<file path="src/rtl/reg_file_wb_pkg.sv">
// Shared constants for the writeback-side register file and load scoreboard.
package reg_file_wb_pkg;
  localparam int unsigned DATA_W   = 32;
  localparam int unsigned ADDR_W   = 5;
  localparam int unsigned NUM_REGS = 32;
  localparam int unsigned REG_ZERO = 0;
endpackage

</file>
<file path="src/rtl/Mux_2_1.sv">
// Generic 2:1 multiplexer: y = sel ? d1 : d0.
module Mux_2_1 #(
  parameter int unsigned W = 32
) (
  input  logic         sel,
  input  logic [W-1:0] d0,
  input  logic [W-1:0] d1,
  output logic [W-1:0] y
);
  assign y = sel ? d1 : d0;
endmodule

</file>
<file path="src/rtl/load_scoreboard.sv">
// Pending-load busy flags with set-over-clear priority and the ID-stage stall decision.
module load_scoreboard
  import reg_file_wb_pkg::*;
#(
  parameter int unsigned AW = ADDR_W,
  parameter int unsigned NR = NUM_REGS
) (
  input  logic          clk,
  input  logic          rst,
  input  logic          wr_en,
  input  logic [AW-1:0] wr_dst,
  input  logic          load_issue,
  input  logic [AW-1:0] load_dst,
  input  logic [AW-1:0] rd1,
  input  logic [AW-1:0] rd2,
  output logic          stall,
  output logic [NR-1:0] busy_mask
);
  logic [NR-1:0] busy;
  logic [NR-1:0] busy_next;
  logic          stall1;
  logic          stall2;

  // Clear is applied first so a same-cycle issue to the same register re-sets it.
  always_comb begin
    busy_next = busy;
    if (wr_en) busy_next[wr_dst] = 1'b0;
    if (load_issue && load_dst != AW'(REG_ZERO)) busy_next[load_dst] = 1'b1;
    busy_next[0] = 1'b0;
  end

  always_ff @(posedge clk or posedge rst) begin
    if (rst) busy <= '0;
    else     busy <= busy_next;
  end

  // A WB write to the same register this cycle is forwarded, so it does not stall.
  always_comb begin
    stall1 = (rd1 != AW'(REG_ZERO)) && busy[rd1] && !(wr_en && wr_dst == rd1);
    stall2 = (rd2 != AW'(REG_ZERO)) && busy[rd2] && !(wr_en && wr_dst == rd2);
    stall  = !rst && (stall1 || stall2);
  end

  assign busy_mask = busy;
endmodule

</file>
<file path="src/rtl/reg_file_wb.sv">
// Architectural register file written from WB, read from ID with WB bypass, plus load scoreboard.
module reg_file_wb
  import reg_file_wb_pkg::*;
#(
  parameter int unsigned DW = DATA_W,
  parameter int unsigned AW = ADDR_W,
  parameter int unsigned NR = NUM_REGS
) (
  input  logic          clock,
  input  logic          reset,
  input  logic          MEMWBRegWriteOut,
  input  logic [AW-1:0] MEMWBDstOut,
  input  logic [DW-1:0] MEMWBWriteData,
  input  logic [AW-1:0] ReadReg1,
  input  logic [AW-1:0] ReadReg2,
  output logic [DW-1:0] ReadData1,
  output logic [DW-1:0] ReadData2,
  input  logic          LoadIssue,
  input  logic [AW-1:0] LoadDst,
  output logic          LoadStall,
  output logic [NR-1:0] BusyMask
);
  logic [DW-1:0] regs [NR];
  logic          hit1;
  logic          hit2;
  logic [DW-1:0] byp1;
  logic [DW-1:0] byp2;

  always_ff @(posedge clock or posedge reset) begin
    if (reset) begin
      for (int unsigned i = 0; i < NR; i++) regs[i] <= '0;
    end else if (MEMWBRegWriteOut && MEMWBDstOut != AW'(REG_ZERO)) begin
      regs[MEMWBDstOut] <= MEMWBWriteData;
    end
  end

  assign hit1 = MEMWBRegWriteOut && (MEMWBDstOut == ReadReg1);
  assign hit2 = MEMWBRegWriteOut && (MEMWBDstOut == ReadReg2);

  Mux_2_1 #(.W(DW)) u_byp1 (.sel(hit1), .d0(regs[ReadReg1]), .d1(MEMWBWriteData), .y(byp1));
  Mux_2_1 #(.W(DW)) u_byp2 (.sel(hit2), .d0(regs[ReadReg2]), .d1(MEMWBWriteData), .y(byp2));

  // Reset forces zero even though the bypass path would otherwise forward live WB data.
  always_comb begin
    ReadData1 = byp1;
    ReadData2 = byp2;
    if (reset || ReadReg1 == AW'(REG_ZERO)) ReadData1 = '0;
    if (reset || ReadReg2 == AW'(REG_ZERO)) ReadData2 = '0;
  end

  load_scoreboard #(.AW(AW), .NR(NR)) u_sb (
    .clk        (clock),
    .rst        (reset),
    .wr_en      (MEMWBRegWriteOut),
    .wr_dst     (MEMWBDstOut),
    .load_issue (LoadIssue),
    .load_dst   (LoadDst),
    .rd1        (ReadReg1),
    .rd2        (ReadReg2),
    .stall      (LoadStall),
    .busy_mask  (BusyMask)
  );
endmodule

</file>
<file path="config.mk">
export PLATFORM = sky130hd
export DESIGN_NAME = reg_file_wb
export DESIGN_NICKNAME = d
export VERILOG_FILES = /design/src/rtl/reg_file_wb_pkg.sv /design/src/rtl/Mux_2_1.sv /design/src/rtl/load_scoreboard.sv /design/src/rtl/reg_file_wb.sv
export SDC_FILE = /design/constraint.sdc
export NUM_CORES = 2
export LEC_CHECK = 0
export CORE_MARGIN = 3
export CORE_UTILIZATION = 60
export CTS_CLUSTER_DIAMETER = 30
export DETAILED_ROUTE_END_ITERATION = 16
export PLACE_DENSITY = 0.78
export SKIP_LAST_GASP = 1
export SYNTH_ARGS = -nofsm -noshare
export SYNTH_HDL_FRONTEND = slang
export SYNTH_SLANG_ARGS = --single-unit
</file>
<file path="constraint.sdc">
create_clock -name clock -period 51.3 [get_ports clock]
set_input_delay 10.26 -clock clock [delete_from_list [all_inputs] [get_ports clock]]
set_output_delay 10.26 -clock clock [all_outputs]
set_load 0.02 [all_outputs]
</file>
After elaboration in Yosys (flattened, before gate mapping)
Cells that the tools add are included.

word-level totals
  bits in registers = 1055
  output and inout port bits = 97
  logic and storage cells = 98
  input port bits = 56

cells by class
  reduce and logical (&&, ||, !) cells = 24
  bitwise gates (word level) = 6
  equality and inequality tests = 2
  $lt $le $gt $ge = 10
  muxes and demuxes = 23

operator list
  kind                  count
  $bwmux W1024          1
  $mux W32              11
  $bmux W32 S5          2
  $demux W32 S5         1
  $and A32 B32 Y32      1
  $not A32 Y32          1
  $or A32 B32 Y32       1
  $lt A5 B6 Y1 const B  4
  $reduce_bool A5 Y1    4
  $ge A6 B6 Y1 const B  3
  $not A5 Y6            3
  $logic_and A1 B1 Y1   12
  $bmux W1 S5           2
  $demux W1 S5          2
  $eq A5 B5 Y1          2
  $ge A5 B1 Y1 const B  2
  $logic_not A5 Y1      2
  $lt A6 B1 Y1 const B  1
  $mux W1               4
  $logic_not A1 Y1      3
  $logic_or A1 B1 Y1    3

Logic depth before layout (Yosys ltp)
  word-level depth = 9
  mapped depth = 9

Cells and area by module
From an unflattened synthesis, not the netlist that was laid out.

second synthesis, totals
  cells, all modules = 3802
  area, all modules = 56860.8 sq um

by module, submodules not included
  module           times used  area each (sq um)  sequential area each (sq um)  cells each
  reg_file_wb      1           53790.3            25624.6                       3540
  load_scoreboard  1           1981.9             775.7                         190
  Mux_2_1          2           544.3              0.0                           36

Least setup slack after synthesis
Ideal clock, no wire load.

  path type = input-to-output
  start point = input ReadReg2[0]
  end point = output ReadData2[10]
  arrival = 11.985 ns
  slack = 29.055 ns
  buffers on the path = 3
  cell stages on the path = 7
  path through = buf_2 > buf_2 > buf_2 > mux4_2 > a22oi_1 > nand2_1 > a32o_1

on the way
  word-level cells in the longest chain between the ends = 6
  elaborated cells between the ends (all ways) = 10
  classes of those cells = eq/ne: 1; mux: 5; bitwise: 1; reduce/logical: 3

RTL lines
  item                                         line               text
  start, declared                              reg_file_wb.sv:15  input logic [AW-1:0] ReadReg2,
  $not A5 Y6 (not written as such)             reg_file_wb.sv:41  Mux_2_1 #(.W(DW)) u_byp2 (.sel(hit2), .d0(regs[ReadReg2]), .d1(MEMWBWriteData), .y(byp2));
  $bmux W32 S5                                 reg_file_wb.sv:41
  $mux W32 (not written as such) (2 in a row)  reg_file_wb.sv:41
  $mux W32                                     Mux_2_1.sv:10      assign y = sel ? d1 : d0;
  $mux W32 (*)                                 reg_file_wb.sv:48  if (reset || ReadReg2 == AW'(REG_ZERO)) ReadData2 = '0;
  end, declared                                reg_file_wb.sv:17  output logic [DW-1:0] ReadData2,

Every way passes the cells marked *; elsewhere a longest branch is shown, timed or not. The select of a mux whose other input is x is not followed.

Worst setup path after layout
  start point = input ReadReg2[0]
  end point = output ReadData2[18]

Same word-level chain as after synthesis.

==> impl_metrics.yaml <==
status:
  status: "complete, no violations"
clocking:
  postCtsHoldBufs: 0
  cts_tree: "yes"
  clock_latency_ns: 0.77
  cts_buffers: 198
  post-cts-setup-buffer-count: 0
  clock-sinks: 1055
  clk_pin_slew_ns: 0.04
  root_buffer: "clkbuf_16"
  cts_buffer_depth: 3
  cts_resized: 0
  cts-htree-levels: 4
synthesis:
  synthArstFlopShare_pct: 100
  synth_top_family_by_area: "multiplexers"
  ys_seq_area_share_pct: 47.2
  synthMuxAreaShare_pct: 42.4
  syn_nets: 3794
  synth_cell_types: 47
  synth_compound_area_share_pct: 5.18
  yosys_most_used_dff: "dfrtp_1"
  synthXorXnorAreaFrac_pct: 0.156
  syn_area_um2: 56000
  synth_simple_gate_area_share_pct: 1.63
  ys_ff_latch: 1055
  synth_cells: 3738
  synth_edf_count: 0
  ys.warnings.count: 0
  synth_fa_ha_area_share_pct: 0
  avgSynthCellArea_um2: 15.0
timing:
  period_needed_ns: 25.04
  worstMarginPinSlew_ns: 1.36
  maxSlewViolCount: 0
  max_freq_mhz: 39.9
  min_period_over_period_pct: 48.8
  hold_slack_ns: 0.394
  slew-limit-headroom_pct: 9.07
  rsz0062_at_grt: "false"
  hold_violations: 0
  finalSetupViolCount: 0
  finalWorstSetupSlack_ns: 26.26
  fin_skew_ns: 0
  setup_tns_ns: 0
global_route:
  grt_pass1_vias: 39580
  grt_start_max_net_pins: 189
  grt_pass1_wl_um: 262000
  grt_use_total_pct: 36.6
  antenna_found_initial: 2
  grt_remaining_overflow: 0
critical_path:
  crit_start: "ReadReg2[0]"
  start_kind: "input port"
  worstSetupPathType: "input port to output pin"
  crit_path_end_kind: "output pin"
  arrival_ns: 14.78
  r2r_start: "regs[766]"
  cp_max_fo: 94
  crit_required_ns: 41.04
detailed_routing:
  via_count: 37919
  drt-pass1-iter-count: 6
  viasPerCell: 7.37
  ant_nets: 0
  route.detailed.drc: 0
  wl_per_cell_um: 34.3
  first_iter_violations: 4718
  drt-total-wl_um: 177000
floorplanning:
  die_w_um: 311
  core_area_um2: 92100
  start_util_pct: 60.8
  rows: 111
  die-area_um2: 97000
  die_y_um: 311
  ios: 153
placement:
  place.detailed.hpwl_um: 90700
  dp_slack_ns: 26.44
  place_area_um2: 58100
  port_buffers: 151
  gp_congestion: 0.842
cells_and_area:
  num-fill-cells: 5852
  diodes: 0
  fin_area_um2: 65000
  area_growth_pct: 16.1
  nets: 3794
  drive_gt1_share_pct: 49.9
pwr:
  vdd_drop_max_mv: 0.0364
  p_leak_nw: 27.9
  powerDensity_nw_per_um2: 45.5
flow_run:
  maxCapViolations: 0
hold_path:
  hp-class: "flop to flop"
  min-delay-start: "regs[1018]"
[power by group]
part / internal [mW] / leakage [nW] / switching, mW
combinational: 0.300 / 11.1 / 0.206
clock: 0.878 / 3.33 / 0.457
sequential: 0.994 / 13.5 / 0.124
[stage by stage]
stage,power (mW),utilization (%),cells
after global placement,1.59,63.1,4781
after floorplan,1.48,-,3738
final,2.96,70.6,5146
after CTS,2.96,70.6,5146
after global routing,3.06,70.6,5146
after detailed placement,1.62,63.1,4781
[cells by family (layout without fill, tap and decap cells)]
kind of cell    Yosys count  count (layout)
other cells               1               1
xor+xnor                 10              10
mux                    1651            1651
simple gates            184             184
flops                  1055            1055
compound gates          397             397
buf+inv                 440             605
[cell type report]
class | instances | area [um^2] | share of cell area [%]
inverter | 4 | 22.5 | 0.0347
clock buffer | 259 | 5580 | 8.59
timing repair buffer | 236 | 2220 | 3.41
tap | 1243 | 1560 | 2.39
multi-input combinational | 2243 | 27900 | 42.9
sequential | 1055 | 26400 | 40.6
clock inverter | 106 | 1330 | 2.05
[layer usage]
layer  global-route usage (%)  up-vias  share of wire, %
met5                        0        -             0.019
met4                     18.8        4               5.6
met3                     10.4      641                11
met2                     56.5     2510                47
met1                     47.7    20095                37
li1                         -    14669                 -
[cell usage in the layout (no fill, tap or decap), drive strengths merged, types with 2 or more instances in the layout]
master / netlist / routed
clkinvlp: 0 / 23
and3b: 2 / 2
buf: 210 / 93
xor2: 4 / 4
o21ai: 49 / 49
and2: 3 / 3
a22o: 16 / 16
clkdlybuf4s50: 0 / 143
clkinv: 0 / 35
o221ai: 45 / 45
o22ai: 66 / 66
a21oi: 48 / 48
a211oi: 4 / 4
nor3b: 9 / 9
dfrtp: 1055 / 1055
nor3: 6 / 6
nor2: 54 / 54
and3: 4 / 4
a22oi: 97 / 97
or2: 2 / 2
a221oi: 2 / 2
clkbuf: 226 / 259
mux4: 477 / 477
nor2b: 5 / 5
mux2i: 180 / 180
xnor2: 6 / 6
nand3: 24 / 24
nand3b: 11 / 11
bufinv: 0 / 22
inv: 4 / 30
or3b: 4 / 4
a32o: 64 / 64
nand2: 57 / 57
a211o: 2 / 2
mux2: 994 / 994
[synthesized netlist by cell type, drive strengths merged (5+ instances only)]
| cell | instances | share of area [%] |
|---|---|---|
| o22ai | 66 | 0.74 |
| clkbuf | 226 | 1.5 |
| a22o | 16 | 0.25 |
| mux4 | 477 | 19 |
| dfrtp | 1055 | 47 |
| o221ai | 45 | 0.70 |
| nor2b | 5 | 0.056 |
| nor3b | 9 | 0.13 |
| mux2i | 180 | 3.2 |
| a22oi | 97 | 1.3 |
| buf | 210 | 1.9 |
| a32o | 64 | 1.1 |
| nor3 | 6 | 0.054 |
| o21ai | 49 | 0.44 |
| nor2 | 54 | 0.42 |
| nand2 | 57 | 0.38 |
| nand3b | 11 | 0.15 |
| mux2 | 994 | 20 |
| nand3 | 24 | 0.21 |
| xnor2 | 6 | 0.094 |
| a21oi | 48 | 0.43 |
[state kept, by name, indices dropped and copies added, names as in the netlist]
register        cells
regs             1024
u_sb.busy_mask     31
[path summary, 6_finish.rpt]
check                           endpoint  cells past startpoint  slack, ns
max in group asynchronous      regs[822]                      6      36.76
min reg2reg                   regs[1018]                      0       0.39
min                           regs[1018]                      0       0.39
max reg2reg                    regs[766]                      1      50.47
max                        ReadData2[18]                      8      26.26
min in group asynchronous      regs[319]                      2      10.32
[critical path: stages]
cell	delay, ns
buf_8	0.65
buf_12	0.59
xnor2_1	0.13
nand3_1	0.15
nor3b_4	0.93
buf_4	0.75
a32o_1	0.41
clkdlybuf4s50_1	0.65
(Power assumes the default switching activity.)
